`src/rtl/cpu_core_pkg.sv`:
```
// cpu_core_pkg: shared types for the cpu_core accumulator CPU.
//   opcode_t    - 3-bit instruction opcode (top three bits of every instruction word)
//   cpu_state_t - sequencer state
//   op_is_mem() - true for opcodes whose EXEC phase performs a memory transfer
package cpu_core_pkg;

    typedef enum logic [2:0] {
        OpHlt = 3'd0,
        OpSkz = 3'd1,
        OpAdd = 3'd2,
        OpAnd = 3'd3,
        OpXor = 3'd4,
        OpLda = 3'd5,
        OpSto = 3'd6,
        OpJmp = 3'd7
    } opcode_t;

    typedef enum logic [2:0] {
        StReset,
        StFetch,
        StDecode,
        StExec,
        StHalt
    } cpu_state_t;

    function automatic logic op_is_mem(input opcode_t op);
        return (op == OpAdd) || (op == OpAnd) || (op == OpXor) || (op == OpLda) || (op == OpSto);
    endfunction

endpackage

```
`src/rtl/cpu_core_seq.sv`:
```
// cpu_core_seq: instruction sequencer for cpu_core.
// Holds the state register, steps RESET -> FETCH -> DECODE -> EXEC -> FETCH (or HALT on HLT)
// and decodes the memory request controls from state and opcode.
// Ports:
//   clk_i, rst_ni  - clock, asynchronous active-low reset
//   op_i           - opcode of the instruction held in the instruction register
//   mem_ready_i    - memory accepts the current request this cycle
//   state_o        - current sequencer state
//   mem_req_o      - memory request (combinational from state/opcode)
//   mem_we_o       - write strobe, only for STO in EXEC
module cpu_core_seq
    import cpu_core_pkg::*;
(
    input  logic       clk_i,
    input  logic       rst_ni,
    input  opcode_t    op_i,
    input  logic       mem_ready_i,
    output cpu_state_t state_o,
    output logic       mem_req_o,
    output logic       mem_we_o
);

    cpu_state_t state_q;

    always_ff @(posedge clk_i or negedge rst_ni) begin
        if (!rst_ni) begin
            state_q <= StReset;
        end else begin
            unique case (state_q)
                StReset:  state_q <= StFetch;
                StFetch:  if (mem_ready_i) state_q <= StDecode;
                StDecode: state_q <= (op_i == OpHlt) ? StHalt : StExec;
                // Non-memory instructions finish EXEC in one cycle; memory ones wait for ready.
                StExec:   if (!op_is_mem(op_i) || mem_ready_i) state_q <= StFetch;
                StHalt:   state_q <= StHalt;
                default:  state_q <= StReset;
            endcase
        end
    end

    always_comb begin
        mem_req_o = 1'b0;
        mem_we_o  = 1'b0;
        if (state_q == StFetch) begin
            mem_req_o = 1'b1;
        end else if (state_q == StExec && op_is_mem(op_i)) begin
            mem_req_o = 1'b1;
            mem_we_o  = (op_i == OpSto);
        end
    end

    assign state_o = state_q;

endmodule

```
`src/rtl/cpu_core.sv`:
```
// cpu_core: single-clock eight-opcode accumulator CPU with a req/ready memory port.
// Optional feature macro: CPU_CORE_PERF_EN builds the 32-bit retired-instruction counter;
// without it retire_cnt_o is tied to zero.
// Parameters: DATA_W (word width, >= ADDR_W+3), ADDR_W (address/pc width), RESET_PC.
// Ports:
//   clk_i, rst_ni              - clock, asynchronous active-low reset
//   mem_req_o/mem_we_o         - request and write strobe, held until mem_ready_i
//   mem_addr_o/mem_wdata_o     - access address, write data (accumulator)
//   mem_rdata_i/mem_ready_i    - read data sampled on the accepting edge, transfer complete
//   halt_o                     - core stopped on HLT
//   pc_o, accum_o              - debug views of pc and accumulator
//   retire_cnt_o               - retired-instruction count
module cpu_core
    import cpu_core_pkg::*;
#(
    parameter int unsigned DATA_W   = 8,
    parameter int unsigned ADDR_W   = 5,
    parameter int unsigned RESET_PC = 0
) (
    input  logic              clk_i,
    input  logic              rst_ni,
    output logic              mem_req_o,
    output logic              mem_we_o,
    output logic [ADDR_W-1:0] mem_addr_o,
    output logic [DATA_W-1:0] mem_wdata_o,
    input  logic [DATA_W-1:0] mem_rdata_i,
    input  logic              mem_ready_i,
    output logic              halt_o,
    output logic [ADDR_W-1:0] pc_o,
    output logic [DATA_W-1:0] accum_o,
    output logic [31:0]       retire_cnt_o
);

    logic [ADDR_W-1:0] pc_q, pc_d;
    logic [DATA_W-1:0] ir_q, ir_d;
    logic [DATA_W-1:0] accum_q, accum_d;

    cpu_state_t        state;
    opcode_t           op;
    logic [ADDR_W-1:0] ir_addr;
    logic              mem_xfer;
    logic              unused_ir;

    assign op        = opcode_t'(ir_q[DATA_W-1 -: 3]);
    assign ir_addr   = ir_q[ADDR_W-1:0];
    // Bits between the operand address and the opcode carry no meaning.
    assign unused_ir = ^ir_q;

    cpu_core_seq u_seq (
        .clk_i       (clk_i),
        .rst_ni      (rst_ni),
        .op_i        (op),
        .mem_ready_i (mem_ready_i),
        .state_o     (state),
        .mem_req_o   (mem_req_o),
        .mem_we_o    (mem_we_o)
    );

    assign mem_xfer = mem_req_o && mem_ready_i;

    always_comb begin
        pc_d    = pc_q;
        ir_d    = ir_q;
        accum_d = accum_q;
        unique case (state)
            StFetch: begin
                if (mem_xfer) ir_d = mem_rdata_i;
            end
            StDecode: begin
                pc_d = pc_q + ADDR_W'(1);
            end
            StExec: begin
                unique case (op)
                    OpAdd: if (mem_xfer) accum_d = accum_q + mem_rdata_i;
                    OpAnd: if (mem_xfer) accum_d = accum_q & mem_rdata_i;
                    OpXor: if (mem_xfer) accum_d = accum_q ^ mem_rdata_i;
                    OpLda: if (mem_xfer) accum_d = mem_rdata_i;
                    // pc already points past SKZ; a second increment skips one word.
                    OpSkz: if (accum_q == '0) pc_d = pc_q + ADDR_W'(1);
                    OpJmp: pc_d = ir_addr;
                    default: ;
                endcase
            end
            default: ;
        endcase
    end

    always_ff @(posedge clk_i or negedge rst_ni) begin
        if (!rst_ni) begin
            pc_q    <= ADDR_W'(RESET_PC);
            ir_q    <= '0;
            accum_q <= '0;
        end else begin
            pc_q    <= pc_d;
            ir_q    <= ir_d;
            accum_q <= accum_d;
        end
    end

    // Address is stable through wait states: pc and ir only move on accepting edges.
    assign mem_addr_o  = (state == StFetch) ? pc_q : ir_addr;
    assign mem_wdata_o = accum_q;
    assign halt_o      = (state == StHalt);
    assign pc_o        = pc_q;
    assign accum_o     = accum_q;

`ifdef CPU_CORE_PERF_EN
    logic [31:0] retire_q;
    logic        retire_evt;

    // HLT retires at the end of DECODE, everything else at the end of EXEC.
    always_comb begin
        retire_evt = 1'b0;
        if (state == StDecode && op == OpHlt) begin
            retire_evt = 1'b1;
        end else if (state == StExec) begin
            retire_evt = !op_is_mem(op) || mem_xfer;
        end
    end

    always_ff @(posedge clk_i or negedge rst_ni) begin
        if (!rst_ni) begin
            retire_q <= '0;
        end else if (retire_evt) begin
            retire_q <= retire_q + 32'd1;
        end
    end

    assign retire_cnt_o = retire_q;
`else
    assign retire_cnt_o = '0;
`endif

endmodule
```
`config.mk`:
```
export PLATFORM = sky130hd
export DESIGN_NAME = cpu_core
export DESIGN_NICKNAME = d
export VERILOG_FILES = /design/src/rtl/cpu_core_pkg.sv /design/src/rtl/cpu_core_seq.sv /design/src/rtl/cpu_core.sv
export SDC_FILE = /design/constraint.sdc
export NUM_CORES = 1
export LEC_CHECK = 0
export ABC_AREA = 1
export BUFFER_PORTS_ARGS = -buffer_cell sky130_fd_sc_hd__buf_2
export CORE_ASPECT_RATIO = 1.2
export CORE_MARGIN = 1.5
export CORE_UTILIZATION = 52
export DETAILED_ROUTE_END_ITERATION = 6
export GPL_TIMING_DRIVEN = 1
export PLACE_DENSITY_LB_ADDON = 0.1
export SYNTH_ARGS = -nofsm -noshare
export SYNTH_HDL_FRONTEND = slang
export SYNTH_HIERARCHICAL = 1
export SYNTH_SLANG_ARGS = --single-unit
```
`constraint.sdc`:
```
create_clock -name clk_i -period 2.2 [get_ports clk_i]
set_input_delay 0.33 -clock clk_i [delete_from_list [all_inputs] [get_ports clk_i]]
set_output_delay 0.33 -clock clk_i [all_outputs]
set_load 0.005 [all_outputs]
```
# Word level (Yosys, flattened, before mapping)
# Cells that the tools add are included.
# Widths: inputs -> output; s select.
# totals
inputBits	11
regBits	24
wordCells	61
# classes
n_reduce_logical	17
mux	17
eq_ne	19
add_sub_neg	2
n_bitwise	2
# ops
cell	count
$mux 8	4
$pmux 8 s4	1
$pmux 5 s2	2
$eq 3x3->1 const B	5
$pmux 3 s5	1
$eq 3x2->1 const B	4
$mux 5	2
$ne 2x2->1 const B	5
$mux 3	3
$add 8x8->8	1
$and 8x8->8	1
$logic_not 8->1	1
$xor 8x8->8	1
$eq 3x1->1 const B	2
$logic_not 3->1	2
$ne 3x3->1 const B	2
$reduce_and 6->1	1
$add 5x1->5 const B	1
$logic_or 1x1->1	5
$mux 1	4
$reduce_and 2->1	2
$reduce_bool 4->1	1
$reduce_and 3->1	1
$logic_and 1x1->1	2
other kinds (3)	3

# Depth between registers and ports, before layout
# Gate-level depths: netlist of the first run.
# depth
ltp_word	11
mapped_depth	10

# Modules after synthesis
# Netlist of the first run, hierarchy kept.
# modules_own_cells
module	area_each_um2	instances	cells_each
cpu_core	1991.9	1	288
cpu_core_seq	224.0	1	32

# Worst setup path before layout of the first run
# OpenSTA, ideal clock, no wires.
# synth_timing
kind	reg2reg
from	register accum_q[0], in the netlist accum_o[0]
to	register accum_q[6], in the netlist accum_o[6]
stages_incl_launch_ff	10
arrival_ns	1.500
slack_ns	0.623
cell_sequence	dfrtp_1 -> ha_1 -> fa_1 -> nand2_1 -> nand2_1 -> nand3b_1 -> nand2_1 -> nand2_1 -> nand3_1 -> a21oi_1
# synth_via
elab_chain_cells	3
# synth_rtl
element	line_no	text
from (decl)	cpu_core.sv:36	logic [DATA_W-1:0] accum_q, accum_d;
from (signal assigned)	cpu_core.sv:96	accum_q <= accum_d;
$add 8x8->8	cpu_core.sv:74	OpAdd: if (mem_xfer) accum_d = accum_q + mem_rdata_i;
$mux 8	cpu_core.sv:74	
$pmux 8 s4	cpu_core.sv:73	unique case (op)
# Every way passes these cells. The select of a mux whose other input is x is not followed.
# A chain may end at the register's enable or synchronous reset.

# Worst setup path in the final report of the first run
# layout_timing
from	register u_seq.state_q[0], in the netlist u_seq/state_o[0]
to	output mem_addr_o[4]
# layout_via
elab_chain_cells	2
# layout_rtl
element	line_no	text
from (decl)	cpu_core_seq.sv:23	cpu_state_t state_q;
from (signal assigned)	cpu_core_seq.sv:27	state_q <= StReset;
from (signal assigned)	cpu_core_seq.sv:30	StReset: state_q <= StFetch;
from (signal assigned)	cpu_core_seq.sv:31	StFetch: if (mem_ready_i) state_q <= StDecode;
$eq 3x1->1	cpu_core.sv:101	assign mem_addr_o = (state == StFetch) ? pc_q : ir_addr;
$mux 5	cpu_core.sv:101	
to (decl)	cpu_core.sv:24	output logic [ADDR_W-1:0] mem_addr_o,
# Every way passes these cells.

==> results of run 1 <==
-- power breakdown --
part | leakage, nW | internal (mW) | switching, mW
Combinational | 0.988 | 0.829 | 1.24
Clock | 0.0288 | 0.160 | 0.143
Sequential | 0.282 | 0.640 | 0.286
Total | 1.30 | 1.63 | 1.66
-- sequential cells by signal, indices dropped and copies added, names as in the netlist --
register / cells
pc_o: 5
u_seq/state_o: 3
ir_q: 8
accum_o: 8
-- cells in the mapped netlist, types with 3 or more instances --
master / instances / area [um^2]
inv_1: 28 / 105
a21oi_1: 19 / 95.1
o21ai_0: 12 / 60.1
nand4_1: 5 / 31.3
nand2_1: 82 / 308
nand3_2: 3 / 30.0
nor2_1: 29 / 109
buf_4: 41 / 308
nand3_1: 32 / 160
nor2_4: 4 / 45.0
dfrtp_1: 24 / 601
nand2_2: 5 / 31.3
ha_1: 10 / 125
-- layout make-up --
| cell class | instances | area (um^2) | share of cell area [%] |
|---|---|---|---|
| tap | 54 | 67.6 | 2.89 |
| sequential | 24 | 601 | 25.7 |
| clock buffer | 4 | 55.1 | 2.35 |
| timing repair buffer | 40 | 203 | 8.66 |
| multi-input combinational | 253 | 1290 | 55.3 |
| inverter | 31 | 119 | 5.08 |
-- how the worst max path moves through the flow --
stage	from	to	slack [ns]	depth (start not counted)
after detailed placement	mem_rdata_i[0]	accum_o[6]	0.43	10
after floorplan	accum_o[0]	accum_o[6]	0.62	9
after global placement	mem_rdata_i[0]	accum_o[6]	0.45	10
after global routing	u_seq/state_o[0]	mem_addr_o[3]	0.19	6
final	u_seq/state_o[0]	mem_addr_o[4]	0.28	6
after CTS	u_seq/state_o[0]	mem_addr_o[4]	0.29	6
-- cells by family after synthesis --
group	Yosys count	share of synthesized area [%]
AND/OR/NAND/NOR	170	35.7
buffers and inverters	74	19.7
AO/OA/AOI/OAI	36	9.09
flip-flops	24	27.1
adder cells (fa/ha/maj)	11	6.55
XOR/XNOR	3	1.19
other	1	0.169
multiplexers	1	0.508
-- metal layers --
metal  GRT usage (%)  wire (um)
met2            37.2       2340
met3            1.97        167
met1            25.1       2150
met4            7.16         40
met5               0          0
-- critical path, stage by stage, from the launching register on --
cell	delay, ns
dfrtp_1	0.57
inv_1	0.09
nor3_2	0.18
buf_4	0.20
nor2_1	0.05
a21oi_1	0.10
buf_2	0.12
-- stage by stage --
stage               total power [mW]  std cells  utilization, %
global route                    3.68        406            58.4
floorplan                       2.52        351               -
global placement                2.97        402            57.1
CTS                             3.32        406            58.4
finish                          3.29        406            58.4
detailed placement              3.01        402            57.1
==> results_dict.tcl, run 1 <==
set metrics [dict create \
    hold_buffers 0 \
    setup_viol 0 \
    synth-seq-area-share_pct 27.1 \
    hp-class "in -> async" \
    drv_slew 0 \
    cts_resized 0 \
    syn_inst 320 \
    postPlaceCellArea_mm2 0.00228 \
    grt_pass1_wl_mm 7.65 \
    rr_worst_depth 9 \
    drt_iter0_markers 139 \
    postSynth.asyncResetShare_pct 100 \
    wirelength_mm 4.69 \
    synth_ff_type "dfrtp_1" \
    fin_nets 375 \
    route.vias.total 1972 \
    dp_slack_ns 0.432 \
    drc 0 \
    routedWlPerCell_um 11.6 \
    final_cell_mix "nand2_1, buf_2, nand3_1, conb_1, nor2_1" \
    cp-end-kind "primary output" \
    clk_latency_ns 0.26 \
    clkSinkCount 24 \
    fin_ws_ns 0.284 \
    clock_path_buffers 2 \
    synth_area_mm2 0.00222 \
    arrival_ns 1.59 \
    hold_viol_final 0 \
    area_growth_pct 5.59 \
    max_freq_mhz 522 \
    fin_tns_setup_ns 0 \
    power_leakage_nw 1.30 \
    io_buffer_count 39 \
    cts_tree "done" \
    vias_per_cell 4.86 \
    core_region_area_mm2 0.00400 \
    ant_nets 0 \
    cp.required_ns 1.87 \
    ff2ff_setup_slack_ns 0.46 \
    ys_types 32 \
    start_util_pct 55.3 \
    r2r-start "accum_o[0]" \
    drive_gt1_share_pct 19.3 \
    grt_max_degree 25 \
    antenna_found_initial 0 \
    r2r-end "accum_o[6]" \
    grt_use_total_pct 20.3 \
    outcome "complete, no violations" \
    root_buffer "clkbuf_8" \
    p_per_area_mw_per_mm2 1410 \
    ys_ff_latch 24 \
    nFillCells 435 \
    die_y_um 74.5 \
    period_minus_slack_ns 1.92 \
    worst-path-max-fanout 10 \
    period_share_pct 87.1 \
    rsz0062_at_grt "no" \
    timing.slew.headroom_pct 62.2 \
    cts-htree-levels 1 \
    synth_warnings 6 \
    skew_ns 0.00222 \
    start_kind "flip-flop" \
    die_w_um 62.6 \
    tightest_slew_ns 0.567 \
    hold_slack_ns 0.0503 \
    design_area_mm2 0.00234 \
    n_antenna_cell 0 \
    fp-row-count 25 \
    io_pins 72 \
    first_global_vias 1758 \
    numCtsBuffers 3 \
    dp_hpwl_mm 3.68 \
    final_common_cell "nand2_1" \
    synth_area_per_cell_um2 6.92 \
    dieArea_mm2 0.00466 \
    peakVddDrop_uv 496 \
    drtPass1Iterations 5 \
    max_cap_violations 0 \
    critPathKind "reg -> out" \
    grt.overflow.total 0 \
    clk_pin_slew_ns 0.09 \
    gp_congestion 0.843 \
    synth-edff-count 0 \
    cts_setup_buffers 0 \
]
No activity file was read; power rests on OpenSTA's default activity.
==> inputs of run 2 (changes only) <==
--- a/config.mk
+++ b/config.mk
@@ -9,7 +9,7 @@
 export BUFFER_PORTS_ARGS = -buffer_cell sky130_fd_sc_hd__buf_2
 export CORE_ASPECT_RATIO = 1.2
 export CORE_MARGIN = 1.5
-export CORE_UTILIZATION = 52
+export CORE_UTILIZATION = 55
 export DETAILED_ROUTE_END_ITERATION = 6
 export GPL_TIMING_DRIVEN = 1
 export PLACE_DENSITY_LB_ADDON = 0.1
==> constraint.sdc (replaced) <==
create_clock -name clk_i -period 2.3 [get_ports clk_i]
set_input_delay 0.345 -clock clk_i [delete_from_list [all_inputs] [get_ports clk_i]]
set_output_delay 0.345 -clock clk_i [all_outputs]
set_load 0.005 [all_outputs]
==> results_dict.tcl, run 2 (synthesized netlist as in run 1, its figures left out) <==
set metrics [dict create \
    die_w_um 60.9 \
    clk_pin_slew_ns 0.09 \
    n_antenna_cell 0 \
    area_growth_pct 6.32 \
    seq_area_um2 601 \
    max_freq_mhz 526 \
    final_common_cell "nand2_1" \
    cts-htree-levels 1 \
    cts_setup_buffers 0 \
    cts_tree "done" \
    clock_path_buffers 2 \
    drtPass1Iterations 4 \
    power_leakage_nw 1.31 \
    fin_util_pct 60.3 \
    fin_nets 375 \
    grt.overflow.total 0 \
    drv_slew 0 \
    ff2ff_setup_slack_ns 0.58 \
    period_share_pct 82.6 \
    crit_path_start "u_seq/state_o[0]" \
    multiInputGateArea_mm2 0.00129 \
    route.vias.total 1981 \
    drive_gt1_share_pct 19.3 \
    start_util_pct 56.7 \
    arrival_ns 1.56 \
    io_pins 72 \
    clkSinkCount 24 \
    ant_nets 0 \
    die_y_um 72.5 \
    clk_latency_ns 0.28 \
    rr_worst_depth 6 \
    cp-end-kind "primary output" \
    first_global_vias 1693 \
    hold_buffers 0 \
    numCtsBuffers 3 \
    drt_iter0_markers 119 \
    tightest_slew_ns 0.548 \
    rsz0062_at_grt "no" \
    dieArea_mm2 0.00442 \
    postPlaceCellArea_mm2 0.00228 \
    grt_use_total_pct 22.0 \
    core_region_area_mm2 0.00391 \
    skew_ns 0.00595 \
    r2r-end "ir_q[4]" \
    cts_resized 0 \
    antenna_found_initial 0 \
    cp.required_ns 1.96 \
    wirelength_mm 4.50 \
    timing.slew.headroom_pct 63.5 \
    worst-path-max-fanout 10 \
    root_buffer "clkbuf_8" \
    r2r-start "ir_q[7]" \
    p_per_area_mw_per_mm2 1370 \
    vias_per_cell 4.88 \
    grt_max_degree 25 \
    final_cell_mix "nand2_1, buf_2, nand3_1, conb_1, nor2_1" \
    gp_congestion 0.860 \
    outcome "complete, no violations" \
    drc 0 \
    fin_tns_setup_ns 0 \
    peakVddDrop_uv 575 \
    grt_pass1_wl_mm 7.39 \
    critPathKind "reg -> out" \
    hp-class "in -> async" \
    fp-row-count 25 \
    endpoint "mem_addr_o[4]" \
    routedWlPerCell_um 11.1 \
    design_area_mm2 0.00236 \
    hold_slack_ns 0.0437 \
    dp_hpwl_mm 3.54 \
    start_kind "flip-flop" \
    period_minus_slack_ns 1.90 \
    setup_viol 0 \
    nFillCells 412 \
    hold_viol_final 0 \
    io_buffer_count 39 \
    max_cap_violations 0 \
]
==> run 2: changes by cell type in the layout (fill, tap and decap cells not counted), sizes merged <==
cell / change
bufinv: +1
clkbuf: -1
==> run 2: through the flow <==
stage | instances | power [mW] | worst slack (ns)
4_1_cts | 406 | 3.25 | 0.394
6_report | 406 | 3.23 | 0.399
5_1_grt | 406 | 3.61 | 0.245
3_3_place_gp | 402 | 2.84 | 0.587
2_1_floorplan | 351 | 2.41 | 0.723
3_5_place_dp | 402 | 2.87 | 0.561
==> run 2: area by class of cell <==
type	count	share of cell area, %
Clock buffer	3	1.75
Clock inverter	1	1.27
Inverter	31	5.05
Multi-Input combinational cell	253	55.0
Sequential cell	24	25.5
Tap cell	54	2.87
Timing Repair Buffer	40	8.60
==> run 2: worst min-delay path by stage <==
stage | endpoint | slack [ns] | from | depth (start not counted)
finish | pc_o[3] | 0.04 | rst_ni | 1
global placement | u_seq/state_o[2] | 0.37 | rst_ni | 1
detailed placement | u_seq/state_o[2] | 0.37 | rst_ni | 1
CTS | pc_o[3] | 0.07 | rst_ni | 1
global route | pc_o[3] | 0.09 | rst_ni | 1
floorplan | accum_o[0] | 0.05 | rst_ni | 0
==> run 2: worst max-delay path: stages, from the launching register on <==
cell	delay, ns
dfrtp_1	0.55
inv_1	0.09
nor3_2	0.16
buf_4	0.20
nor2_1	0.05
a21oi_1	0.10
buf_2	0.12
==> run 2: where the power goes <==
group	internal [mW]	total [mW]	switching, mW	leakage (nW)
Clock	0.233	0.381	0.148	0.0357
Combinational	0.793	1.97	1.17	0.988
Sequential	0.612	0.883	0.271	0.282
Total	1.64	3.23	1.59	1.31
==> run 2: metal layers <==
metal,global-route usage [%],wire length (um)
met5,0,0
met4,8.70,72
met3,2.32,155
met2,36.4,2230
met1,28.9,2050
